===== src/rtl/remap_pipe_pkg.sv =====
// Shared defines for the remap (approximate log2) datapath: default widths and
// the mode encoding carried alongside each operand.
package remap_pipe_pkg;

  localparam int NUM_LENGTH_DEF = 32;
  localparam int M_LENGTH_DEF   = 8;
  localparam int K_LENGTH_DEF   = $clog2(NUM_LENGTH_DEF);

  typedef enum logic {
    MODE_PLAIN = 1'b0,
    MODE_CORR  = 1'b1
  } remap_mode_e;

endpackage


===== src/rtl/remap_corr.sv =====
// Mantissa remap: passes the Mitchell fraction through, or adds a parabolic
// correction term m1*(1-m1) scaled by 1/4 + 1/16, saturated to the field width.
module remap_corr
  import remap_pipe_pkg::*;
#(
  parameter int M_LENGTH = M_LENGTH_DEF
) (
  input  logic [M_LENGTH-1:0] m1,
  input  remap_mode_e         mode,
  output logic [M_LENGTH-1:0] m2
);

  localparam logic [M_LENGTH-1:0] M_MAX = '1;

  function automatic logic [M_LENGTH-1:0] sat_m(input logic [M_LENGTH+1:0] v);
    return (v > {2'b00, M_MAX}) ? M_MAX : v[M_LENGTH-1:0];
  endfunction

  logic [2*M_LENGTH-1:0] prod;
  logic [M_LENGTH-1:0]   c;
  logic [M_LENGTH+1:0]   sum;

  always_comb begin
    prod = {{M_LENGTH{1'b0}}, m1} * {{M_LENGTH{1'b0}}, M_MAX - m1};
    c    = M_LENGTH'(prod >> M_LENGTH);
    sum  = {2'b00, m1} + {2'b00, c >> 2} + {2'b00, c >> 4};
    m2   = (mode == MODE_CORR) ? sat_m(sum) : m1;
  end

endmodule


===== src/rtl/remap_pipe.sv =====
// Three-stage approximate log2: leading-one detect, normalise shift, mantissa
// remap. A single global stall freezes every stage while the output is blocked.
module remap_pipe
  import remap_pipe_pkg::*;
#(
  parameter int NUM_LENGTH = NUM_LENGTH_DEF,
  parameter int M_LENGTH   = M_LENGTH_DEF,
  parameter int K_LENGTH   = $clog2(NUM_LENGTH)
) (
  input  logic                         clk_i,
  input  logic                         rst_i,
  input  logic                         valid_i,
  output logic                         ready_o,
  input  logic [NUM_LENGTH-1:0]        num_i,
  input  logic                         mode_i,
  output logic                         valid_o,
  input  logic                         ready_i,
  output logic [K_LENGTH+M_LENGTH-1:0] rslt_o,
  output logic                         zero_o
);

  localparam logic [K_LENGTH-1:0] K_MAX = K_LENGTH'(NUM_LENGTH - 1);

  logic adv;
  assign adv     = !valid_o || ready_i;
  assign ready_o = adv;

  // S1: leading-one detect on the incoming operand
  logic [K_LENGTH-1:0] k_lod;
  logic                zero_lod;

  always_comb begin
    k_lod = '0;
    for (int i = 0; i < NUM_LENGTH; i++) begin
      if (num_i[i]) k_lod = K_LENGTH'(i);
    end
    zero_lod = (num_i == '0);
  end

  logic                  vld_p0;
  logic [NUM_LENGTH-1:0] num_p0;
  logic [K_LENGTH-1:0]   k_p0;
  remap_mode_e           mode_p0;
  logic                  zero_p0;

  always_ff @(posedge clk_i) begin
    if (adv && valid_i) begin
      num_p0  <= num_i;
      k_p0    <= k_lod;
      mode_p0 <= remap_mode_e'(mode_i);
      zero_p0 <= zero_lod;
    end
  end

  // S2: shift the leading one to the top; the field below it is the fraction
  logic [K_LENGTH-1:0]            shamt;
  logic [NUM_LENGTH+M_LENGTH-1:0] norm;
  logic [M_LENGTH-1:0]            m1_norm;

  always_comb begin
    shamt   = K_MAX - k_p0;
    norm    = {num_p0, {M_LENGTH{1'b0}}} << shamt;
    m1_norm = M_LENGTH'(norm >> (NUM_LENGTH - 1));
  end

  logic                vld_p1;
  logic [K_LENGTH-1:0] k_p1;
  logic [M_LENGTH-1:0] m1_p1;
  remap_mode_e         mode_p1;
  logic                zero_p1;

  always_ff @(posedge clk_i) begin
    if (adv && vld_p0) begin
      k_p1    <= k_p0;
      m1_p1   <= m1_norm;
      mode_p1 <= mode_p0;
      zero_p1 <= zero_p0;
    end
  end

  // S3: mantissa remap into the output register
  logic [M_LENGTH-1:0] m2_s3;

  remap_corr #(
    .M_LENGTH(M_LENGTH)
  ) u_corr (
    .m1  (m1_p1),
    .mode(mode_p1),
    .m2  (m2_s3)
  );

  always_ff @(posedge clk_i or posedge rst_i) begin
    if (rst_i) begin
      vld_p0  <= 1'b0;
      vld_p1  <= 1'b0;
      valid_o <= 1'b0;
      rslt_o  <= '0;
      zero_o  <= 1'b0;
    end else if (adv) begin
      vld_p0  <= valid_i;
      vld_p1  <= vld_p0;
      valid_o <= vld_p1;
      if (vld_p1) begin
        rslt_o <= zero_p1 ? '0 : {k_p1, m2_s3};
        zero_o <= zero_p1;
      end
    end
  end

endmodule


===== config.mk =====
export PLATFORM = sky130hd
export DESIGN_NAME = remap_pipe
export DESIGN_NICKNAME = d
export VERILOG_FILES = /design/src/rtl/remap_pipe_pkg.sv /design/src/rtl/remap_corr.sv /design/src/rtl/remap_pipe.sv
export SDC_FILE = /design/constraint.sdc
export NUM_CORES = 1
export LEC_CHECK = 0
export BUFFER_PORTS_ARGS = -buffer_cell sky130_fd_sc_hd__buf_2
export CORE_MARGIN = 1.5
export CORE_UTILIZATION = 50
export DETAILED_ROUTE_END_ITERATION = 10
export HOLD_SLACK_MARGIN = 0.1
export PLACE_DENSITY = 0.7
export SLEW_MARGIN = 20
export SYNTH_ARGS = -nofsm -noshare
export SYNTH_HDL_FRONTEND = slang
export SYNTH_SLANG_ARGS = --single-unit

===== constraint.sdc =====
create_clock -name clk_i -period 17.18 [get_ports clk_i]
set_clock_uncertainty 0.15 [all_clocks]
set_input_delay 1.718 -clock clk_i [delete_from_list [all_inputs] [get_ports clk_i]]
set_output_delay 1.718 -clock clk_i [all_outputs]
set_load 0.01 [all_outputs]

==> results.txt <==
Clock latency on the worst-skew pair, taken at its later pin, is 340 ps. The total number of nets in the final design came out at 790. The setup total negative slack is 0 ps. The routed metal-1 wire length is 5470 um. The synthesized netlist occupies a cell area of 6150 um2. The final number of max-transition violations came to 0. The residual overflow from global routing came out at 0. The y dimension of the die is 114 um. 53 I/O pins were placed.

The worst-case clock buffer depth is 2. Buffers inserted to repair hold after CTS numbered 0. The number of buffers added by the clock tree synthesis step came out at 9. Across the whole layout, storage elements account for 2020 um2. The power density of the placed cells came out at 224 nW/um2. The count of buffers from port buffering is 52.

Ranked by instance count, the synthesized netlist is headed by nor2_1, inv_1, ha_1, edfxtp_1, nand2_1. The initial antenna violation count came out at 0. In this run, distinct cell masters in the synthesized netlist total 54.

TritonCTS built the clock tree. The post-detailed-route count of antenna-violating nets came out at 0. The net count after synthesis is 752.

Data on the critical path is required at its endpoint by 17,230 ps. The most common cell in the netlist is nor2_1. The CTS sink count came out at 70. The final critical-path required period came out at 7470 ps. In this run the most critical hold path is launched from zero_p0.

The worst-case hold path end point is zero_p1. The depth of the worst register-to-register path is 25. Setup repair after global routing left no endpoint under its margin. The cell count after synthesis came out at 629. The H-tree depth came out at 3. At the worst endpoint, the arrival time is 7520 ps. Of the available clock period, the critical path in the final layout requires 0.435.

For this run, the top clock speed supported by timing is 134 MHz. At the pin with the least slew margin, the transition time is 964 ps. The placeable core area came out at 12,000 um2.

The average routed wire per standard cell came out at 15.5 um. The number of DRC violations after detailed routing came out at 0. By area the synthesized netlist is led by edfxtp_1, ha_1, fa_1, dfrtp_1, nor2_1. The average size of a mapped cell came out at 9.77 um2.

In this run the critical register-to-register path is captured at rslt_o[1]. In this run the worst path has a maximum fanout of 15. The die boundary width came out at 114 um.

Of the synthesized area, sequential elements account for 0.328. Max-cap violations in this run came to 0. The relative area change from synthesis to final layout came out at 10.4%. In the synthesized netlist the dominant register cell turns out to be edfxtp_1.

The final wirelength is 12,700 um. The total of flip-flops plus latches after synthesis came out at 70. The worst setup path is captured at a flop. The routability congestion estimate from global placement is 0.896.

For this design, the slowest cell found on the critical path is edfxtp_1. Post-CTS timing repair inserted 0 buffers for setup. The share of layout cells above drive strength 1 came out at 0.151. edfxtp_1 takes more of the synthesized area than any other cell. The critical path is of the reg -> reg type. The clock slew at the register clock pins of the worst setup and hold paths is 60 ps. In the global route stage, overall resource usage came out at 0.207.

The per-cell via count in the routed design came out at 5.70. The multi-input combinational cells in the finished layout cover a total of 3730 um2. The floorplan die area is 13,000 um2.

The number of design-rule violations left by the first detailed-router iteration came out at 238. Counting flops with an async set or reset pin after synthesis yields a share of 0.243. The flow ran to the end, and the final reports show no timing, DRC or antenna violations. The detailed-routed wire length on met3 came out at 577 um. The kind of start point of the critical path is a flop. Setup violations remaining at the end of the flow were counted as 0. In this run, synthesis inferred 53 flip-flops with an integrated enable. The cell leakage power came out at 3.09 nW.

The portion of synthesized cell area occupied by the leading cell type came out at 0.259. The count of TritonRoute iterations in the first routing pass is 5. CTS placed an instance of clkbuf_16 at the clock tree root. Signal routing reaches up to met4. The met2 wire length came out at 6420 um. The maximum vdd drop came out at 0.000140 V. The standard cell area after detailed placement is 6480 um2. Detailed routing inserted a total of 4,664 vias. The filler cells instantiated in the layout total 1,063. Headroom to the max-slew limit came out at 0.358. The pin count of the biggest net entering global routing is 39. The count of cells along the worst hold path came out at 0.

The worst register-to-register path begins at m1_p1[6]. The number of failing hold endpoints at the final stage is 0. The first global-routing pass estimated 21,100 um of wire.

The class of the most critical hold timing path is reg -> reg. The post-cts sizing count is 0. The floorplan has 40 rows. The largest stage delay on the critical path came out at 610 ps. After routing the design area is 6790 um2.

The number of global-route vias before repair was 4,520. The warning count from the yosys run is 0. The initial standard-cell utilization of the core is 0.512. The number of antenna diodes is 0. The reg-to-reg setup timing slack is 9710 ps.

The detailed placer's ending HPWL is 9930 um.
==> cells by family after synthesis <==
logic type               after synthesis  share of synthesized area
AO/OA/AOI/OAI                        125                      0.133
XOR/XNOR                              11                     0.0157
adder cells (fa/ha/maj)               86                      0.212
buffers and inverters                 99                     0.0656
flip-flops                            70                      0.328
multiplexers                          50                      0.109
AND/OR/NAND/NOR                      188                      0.136
==> power by group <==
part           internal [mW]  total (mW)  switching (mW)
Combinational          0.478        1.08           0.605
Clock                  0.126       0.195          0.0690
Sequential             0.219       0.245          0.0262
==> worst max path at each step <==
| stage | startpoint | to | cells after the start |
|---|---|---|---|
| 2_1_floorplan | m1_p1[1] | rslt_o[1] | 26 |
| 3_3_place_gp | m1_p1[6] | rslt_o[1] | 25 |
| 3_5_place_dp | m1_p1[6] | rslt_o[1] | 25 |
| 4_1_cts | m1_p1[6] | rslt_o[1] | 25 |
| 5_1_grt | m1_p1[6] | rslt_o[4] | 25 |
| 6_report | m1_p1[6] | rslt_o[1] | 25 |
==> sequential cells by signal (all words and copies together) (netlist names) <==
| register | flops |
|---|---|
| mode_p0 | 1 |
| k_p1 | 5 |
| zero_o | 1 |
| num_p0 | 31 |
| vld_p0 | 1 |
| mode_p1 | 1 |
| m1_p1 | 8 |
| rslt_o | 13 |
| valid_o | 1 |
| zero_p0 | 1 |
| k_p0 | 5 |
| zero_p1 | 1 |
| vld_p1 | 1 |
==> final cells by class <==
class,count,share of cell area
timing repair buffer,55,0.0417
tap,147,0.0271
clock buffer,9,0.0332
multi-input combinational,460,0.549
inverter,71,0.0393
clock inverter,6,0.0127
sequential,70,0.297
==> cell usage in the layout (no fill, tap or decap), types with 8 or more instances in the layout <==
cell type / instances
inv_1: 68
o21ai_1: 11
dfrtp_1: 17
nor3_1: 13
o21ai_0: 31
o21a_1: 8
nand2b_1: 10
edfxtp_1: 53
fa_1: 30
mux4_2: 11
clkbuf_16: 9
mux2_2: 9
nor2b_1: 9
buf_2: 52
a21oi_1: 32
ha_1: 56
nand2_1: 51
nor2_1: 79
mux2_1: 8
and2_1: 8
mux2i_1: 21
==> per-stage QoR <==
step	hold slack, ps	utilization	setup WS, ps	cells	power, mW
after global routing	288	0.565	9330	818	1.68
after detailed placement	264	0.539	9790	803	1.32
after global placement	252	0.539	9870	803	1.29
after CTS	278	0.565	9760	818	1.53
after floorplan	250	-	10560	629	1.09
final	277	0.565	9710	818	1.52
==> worst max-delay path, delay by kind of cell (launching register included) <==
| kind | cells | cell delay, ps |
|---|---|---|
| fa+ha+maj | 7 | 3110 |
| simple gates | 5 | 840 |
| flops | 1 | 610 |
| buf+inv | 4 | 520 |
| xor+xnor | 1 | 180 |
| compound gates | 7 | 1590 |
| mux | 1 | 350 |
==> routing by layer <==
layer  track usage  vias up
met1         0.256     2214
li1              -     2278
met5             0        -
met2         0.363      152
met4        0.0658        0
met3        0.0436       20
No activity file was read; power rests on OpenSTA's default activity.
